**config.mk**
```make
export PLATFORM = sky130hd
export DESIGN_NAME = csel_sub_pipe_64bit
export DESIGN_NICKNAME = d
export VERILOG_FILES = /design/src/rtl/csel_sub_pipe_64bit.sv
export SDC_FILE = /design/constraint.sdc
export NUM_CORES = 1
export LEC_CHECK = 0
export CAP_MARGIN = 20
export CORE_MARGIN = 1.5
export CORE_UTILIZATION = 50
export CTS_BUF_LIST = sky130_fd_sc_hd__clkbuf_4
export DETAILED_ROUTE_END_ITERATION = 7
export PLACE_DENSITY = 0.79
export SETUP_SLACK_MARGIN = 0.2
export SLEW_MARGIN = 10
export SYNTH_ARGS = -nofsm -noshare
export SYNTH_HDL_FRONTEND = slang
export SYNTH_SLANG_ARGS = --single-unit
export TNS_END_PERCENT = 5
```
**constraint.sdc**
```tcl
create_clock -name clk -period 27.4 [get_ports clk]
set_input_delay 2.74 -clock clk [delete_from_list [all_inputs] [get_ports clk]]
set_output_delay 2.74 -clock clk [all_outputs]
set_load 0.02 [all_outputs]
```
**src/rtl/csel_sub_pipe_64bit.sv**
```systemverilog
// Pipelined carry-select subtractor: diff = a - b - bin, one SLICE-bit slice per stage.
// Every stage computes its slice for both borrow-in values and selects on the registered borrow.
module csel_sub_pipe_64bit #(
    parameter int WIDTH = 64,
    parameter int SLICE = 8
) (
    input  logic             clk,
    input  logic             rst,
    input  logic             in_valid,
    output logic             in_ready,
    input  logic [WIDTH-1:0] a,
    input  logic [WIDTH-1:0] b,
    input  logic             bin,
    output logic             out_valid,
    input  logic             out_ready,
    output logic [WIDTH-1:0] diff,
    output logic             bout,
    output logic             zero,
    output logic             ovf
);
    // WIDTH must be an integer multiple of SLICE.
    localparam int NST = WIDTH / SLICE;

    // Handshake: one global enable; stage 0 accepts whenever the whole pipe may advance.
    // in_valid/in_ready and out_valid/out_ready transfer on the same edge when both are high.
    logic en;

    logic             st_valid [NST];
    logic             st_bor   [NST];
    logic [WIDTH-1:0] st_a     [NST];
    logic [WIDTH-1:0] st_b     [NST];
    logic [WIDTH-1:0] st_diff  [NST];

    logic [WIDTH-1:0] nx_diff  [NST];
    logic             nx_bor   [NST];

    assign en       = ~out_valid | out_ready;
    assign in_ready = en;

    // Slice subtraction as a + ~b + ~borrow; borrow out is the inverted carry out.
    always_comb begin
        for (int k = 0; k < NST; k++) begin
            logic [SLICE-1:0] as;
            logic [SLICE-1:0] bs;
            logic [SLICE:0]   s0;
            logic [SLICE:0]   s1;
            logic             bo0;
            logic             bo1;
            as  = st_a[k][k*SLICE +: SLICE];
            bs  = st_b[k][k*SLICE +: SLICE];
            s0  = {1'b0, as} + {1'b0, ~bs} + {{SLICE{1'b0}}, 1'b1};
            s1  = {1'b0, as} + {1'b0, ~bs};
            bo0 = ~s0[SLICE];
            bo1 = ~s1[SLICE];
            nx_diff[k] = st_diff[k];
            nx_diff[k][k*SLICE +: SLICE] = st_bor[k] ? s1[SLICE-1:0] : s0[SLICE-1:0];
            nx_bor[k]  = st_bor[k] ? bo1 : bo0;
        end
    end

    always_ff @(posedge clk) begin
        if (rst) begin
            for (int k = 0; k < NST; k++) begin
                st_valid[k] <= 1'b0;
                st_bor[k]   <= 1'b0;
                st_a[k]     <= '0;
                st_b[k]     <= '0;
                st_diff[k]  <= '0;
            end
            out_valid <= 1'b0;
            diff      <= '0;
            bout      <= 1'b0;
            zero      <= 1'b0;
            ovf       <= 1'b0;
        end else if (en) begin
            st_valid[0] <= in_valid;
            st_bor[0]   <= bin;
            st_a[0]     <= a;
            st_b[0]     <= b;
            st_diff[0]  <= '0;
            for (int k = 1; k < NST; k++) begin
                st_valid[k] <= st_valid[k-1];
                st_bor[k]   <= nx_bor[k-1];
                st_a[k]     <= st_a[k-1];
                st_b[k]     <= st_b[k-1];
                st_diff[k]  <= nx_diff[k-1];
            end
            // Flags come from the completed difference and the operand MSBs carried along.
            out_valid <= st_valid[NST-1];
            diff      <= nx_diff[NST-1];
            bout      <= nx_bor[NST-1];
            zero      <= (nx_diff[NST-1] == '0);
            ovf       <= (st_a[NST-1][WIDTH-1] ^ st_b[NST-1][WIDTH-1])
                       & (st_a[NST-1][WIDTH-1] ^ nx_diff[NST-1][WIDTH-1]);
        end
    end

endmodule
```
==> metrics.md <==
| Metric | Value |
|---|---|
| Status | `finished, final reports clean` |
| Worst IR Drop VDD | `0.0000315 V` |
| Rows | `98` |
| Pre-CTS setup slack | `19.81 ns` |
| Syn. warnings | `0` |
| PD cells | `65.2 nW/µm²` |
| Synthesized cell area | `36200 µm²` |
| Fmax | `138 MHz` |
| Yosys reg bits | `884` |
| Post-Syn Area per Cell | `14.1 µm²` |
| Via count | `19100` |
| Setup Buffers After CTS | `0` |
| Final worst path period share | `26.5%` |
| CTS Hold Buffers Added | `0` |
| Via density | `4.78` |
| Core area | `71600 µm²` |
| Hold wc startpoint | `diff[33]` |
| TritonCTS clock tree | `yes` |
| Most common cell after layout, fill and taps aside | `edfxtp_1` |
| Worst-Margin Slew | `1.10 ns` |
| Initial core utilization | `50.5%` |
| Startpoint types | `primary input` |
| H-tree Lvls | `4` |
| Number of synthesized flops with an enable pin | `816` |
| Worst setup margin | `20.14 ns` |
| Width of the die | `272 µm` |
| Post-route DRC violation count | `0` |
| DP HPWL | `35.4 mm` |
| Post-Route WL | `56.2 mm` |
| Initial antenna violation count | `2` |
| Die Y | `272 µm` |
| Synth unique cells | `63` |
| Leakage | `17.0 nW` |
| GP Congestion | `0.868` |
| Max Fanout on Critical Path | `65` |
| Worst Path Required | `24.66 ns` |
| Worst slew margin | `26.9%` |
| Largest net degree at the start of global routing | `220` |
| Latest clock arrival within the worst-skew pair | `1.04 ns` |
| # setup viols final | `0` |
| Routed Antenna Nets | `0` |
| Final Skew | `0.0623 ns` |
| Setup TNS | `0 ns` |
| Die area | `74000 µm²` |
| Clock slew at reported path FFs | `0.06 ns` |
| Post-CTS Resized | `0` |
| Commonest non-fill, non-tap cells in the layout | `edfxtp_1, and2_1, clkbuf_4` |
| Sink Count | `884` |
| 1st-iter DRT viols | `1215` |
| TritonCTS Buffers | `208` |
| Hold WC Path Type | `reg -> reg` |
| Hold-critical path depth | `2` |
| Grt total ovfl | `0` |
| CTS root buffer | `clkbuf_4` |
| Longest Clk Path Bufs | `3` |
| Unrepaired setup endpoints after global routing | `false` |
| First-pass GRT wire length | `90.9 mm` |
| Max Slew Vio Count | `0` |
| Routed WL per cell | `14.0 µm` |
| Mapped Cells | `2575` |
| Endpoint, Worst Hold | `diff[33]` |
| WP data arrival | `4.52 ns` |
| Initial DRT Pass Iterations | `5` |
| Critical Path End Type | `output pin` |
| Asr flop ratio synth | `0%` |
| IO Pins | `202` |
| Final min period | `7.26 ns` |
| Share of cells above drive strength 1 | `11.8%` |
| Area grow syn2layout | `15.7%` |
| Register-to-register setup slack | `22.70 ns` |
| Final Hold Vio Count | `0` |
| FF-to-FF path depth | `6` |
| IO buf count | `201` |
| R2R Path End | `st_a[0][288]` |
| Area of the multi-input gates | `9530 µm²` |
| Post-synth top flop | `edfxtp_1` |
| Number of global-route vias before repair | `19300` |
| # fillers | `5481` |
| Sequential share of the synthesized area | `71.5%` |
| RR Startpoint | `out_valid` |
| Syn nets | `2788` |
| Max cap viols | `0` |
| Worst setup path class | `in -> out` |
| GRT Total Usage | `15.1%` |
| Reg area | `25900 µm²` |
| # nets final | `3103` |
cell families (layout without fill, tap and decap cells):
| group | count (synthesis) | in the layout | share of synthesized area (%) |
|---|---|---|---|
| and+or+nand+nor | 1113 | 1113 | 17.8 |
| DFF | 884 | 884 | 71.5 |
| buffers and inverters | 219 | 694 | 2.27 |
| AOI/OAI and AO/OA | 180 | 180 | 3.12 |
| xor gates and xnor gates | 90 | 90 | 2.18 |
| adders and majority gates | 80 | 80 | 2.93 |
| muxes | 9 | 9 | 0.249 |
| other | 0 | 4 | 0 |
synth_stat cells (3+ instances only):
cell type    n  share of area, %
fa_1         8              0.44
o22ai_1      3             0.052
nor4_1      17              0.29
nand3_1     17              0.24
nand4_1     10              0.17
nand2b_1    14              0.24
dfxtp_1     68               3.8
and2_1     623                11
or2_2        3             0.052
inv_1      106               1.1
o21ai_1      3             0.041
a211o_1      6              0.15
nor3_1       9              0.12
o21ai_0     15              0.21
nand2_1    129               1.3
o32a_1       4              0.11
clkbuf_1   112               1.2
o211ai_1     4             0.083
o31ai_1      5              0.10
nor3b_1     10              0.21
mux2i_1      9              0.25
ha_1        72               2.5
nor2_1     100               1.0
a211oi_1     7              0.15
edfxtp_1   816                68
o21a_1      11              0.23
nor2b_1    155               2.7
a21oi_1     90               1.2
xnor2_1     48               1.2
xor2_1      42               1.0
or3_1        7              0.12
and3_1       3             0.052
a21o_1      11              0.23
per-stage QoR:
stage	utilization [%]	instances	hold WS, ns	total power, mW	cell area (µm²)
after floorplan	-	2575	0.433	1.68	36200
after global placement	54.6	3626	0.444	1.73	39100
after detailed placement	54.6	3626	0.446	1.74	39100
after CTS	58.3	3996	0.453	2.76	41800
after global routing	58.5	4004	0.465	2.86	41900
final	58.5	4004	0.451	2.73	41900
final cells by class:
cell class	instances	share of cell area [%]
Multi-Input combinational cell	1472	22.8
Inverter	106	0.950
Sequential cell	884	61.8
Tap cell	950	2.84
Clock inverter	68	0.896
Timing Repair Buffer	218	5.36
Antenna cell	4	0.0239
Clock buffer	302	5.41
how the worst max path moves through the flow:
stage          startpoint  slack (ns)     endpoint
6_report        out_ready       20.14     in_ready
5_1_grt         out_ready       20.05     in_ready
4_1_cts         out_ready       20.14     in_ready
3_5_place_dp    out_ready       19.81  st_b[0][45]
3_3_place_gp    out_ready       19.96  st_a[0][32]
2_1_floorplan         rst        3.37   st_a[0][0]
worst max-delay path: stages:
cell             delay (ns)
clkdlybuf4s50_1        0.45
nor2b_4                0.11
buf_4                  0.56
inv_2                  0.09
clkdlybuf4s50_1        0.56
power by group:
group          switching (mW)  total (mW)  internal (mW)
clock                   0.489        1.02          0.528
sequential             0.0201        1.54           1.52
combinational          0.0841       0.167         0.0834
total                   0.594        2.73           2.13
routing by layer:
metal / global-route usage, % / vias to the layer above / part of all wire (%)
li1: - / 9680 / -
met1: 19.1 / 8943 / 45
met2: 24.8 / 436 / 49
met3: 4.09 / 86 / 5.0
met4: 6.23 / 0 / 1.9
met5: 0 / - / 0
state kept, by name, indices dropped and copies added, names as in the netlist, 8 cells and up:
| name | flops |
|---|---|
| st_a | 288 |
| st_b | 288 |
| st_diff | 224 |
| diff | 64 |
| st_bor | 8 |
| st_valid | 8 |
No activity file was read; power rests on OpenSTA's default activity.
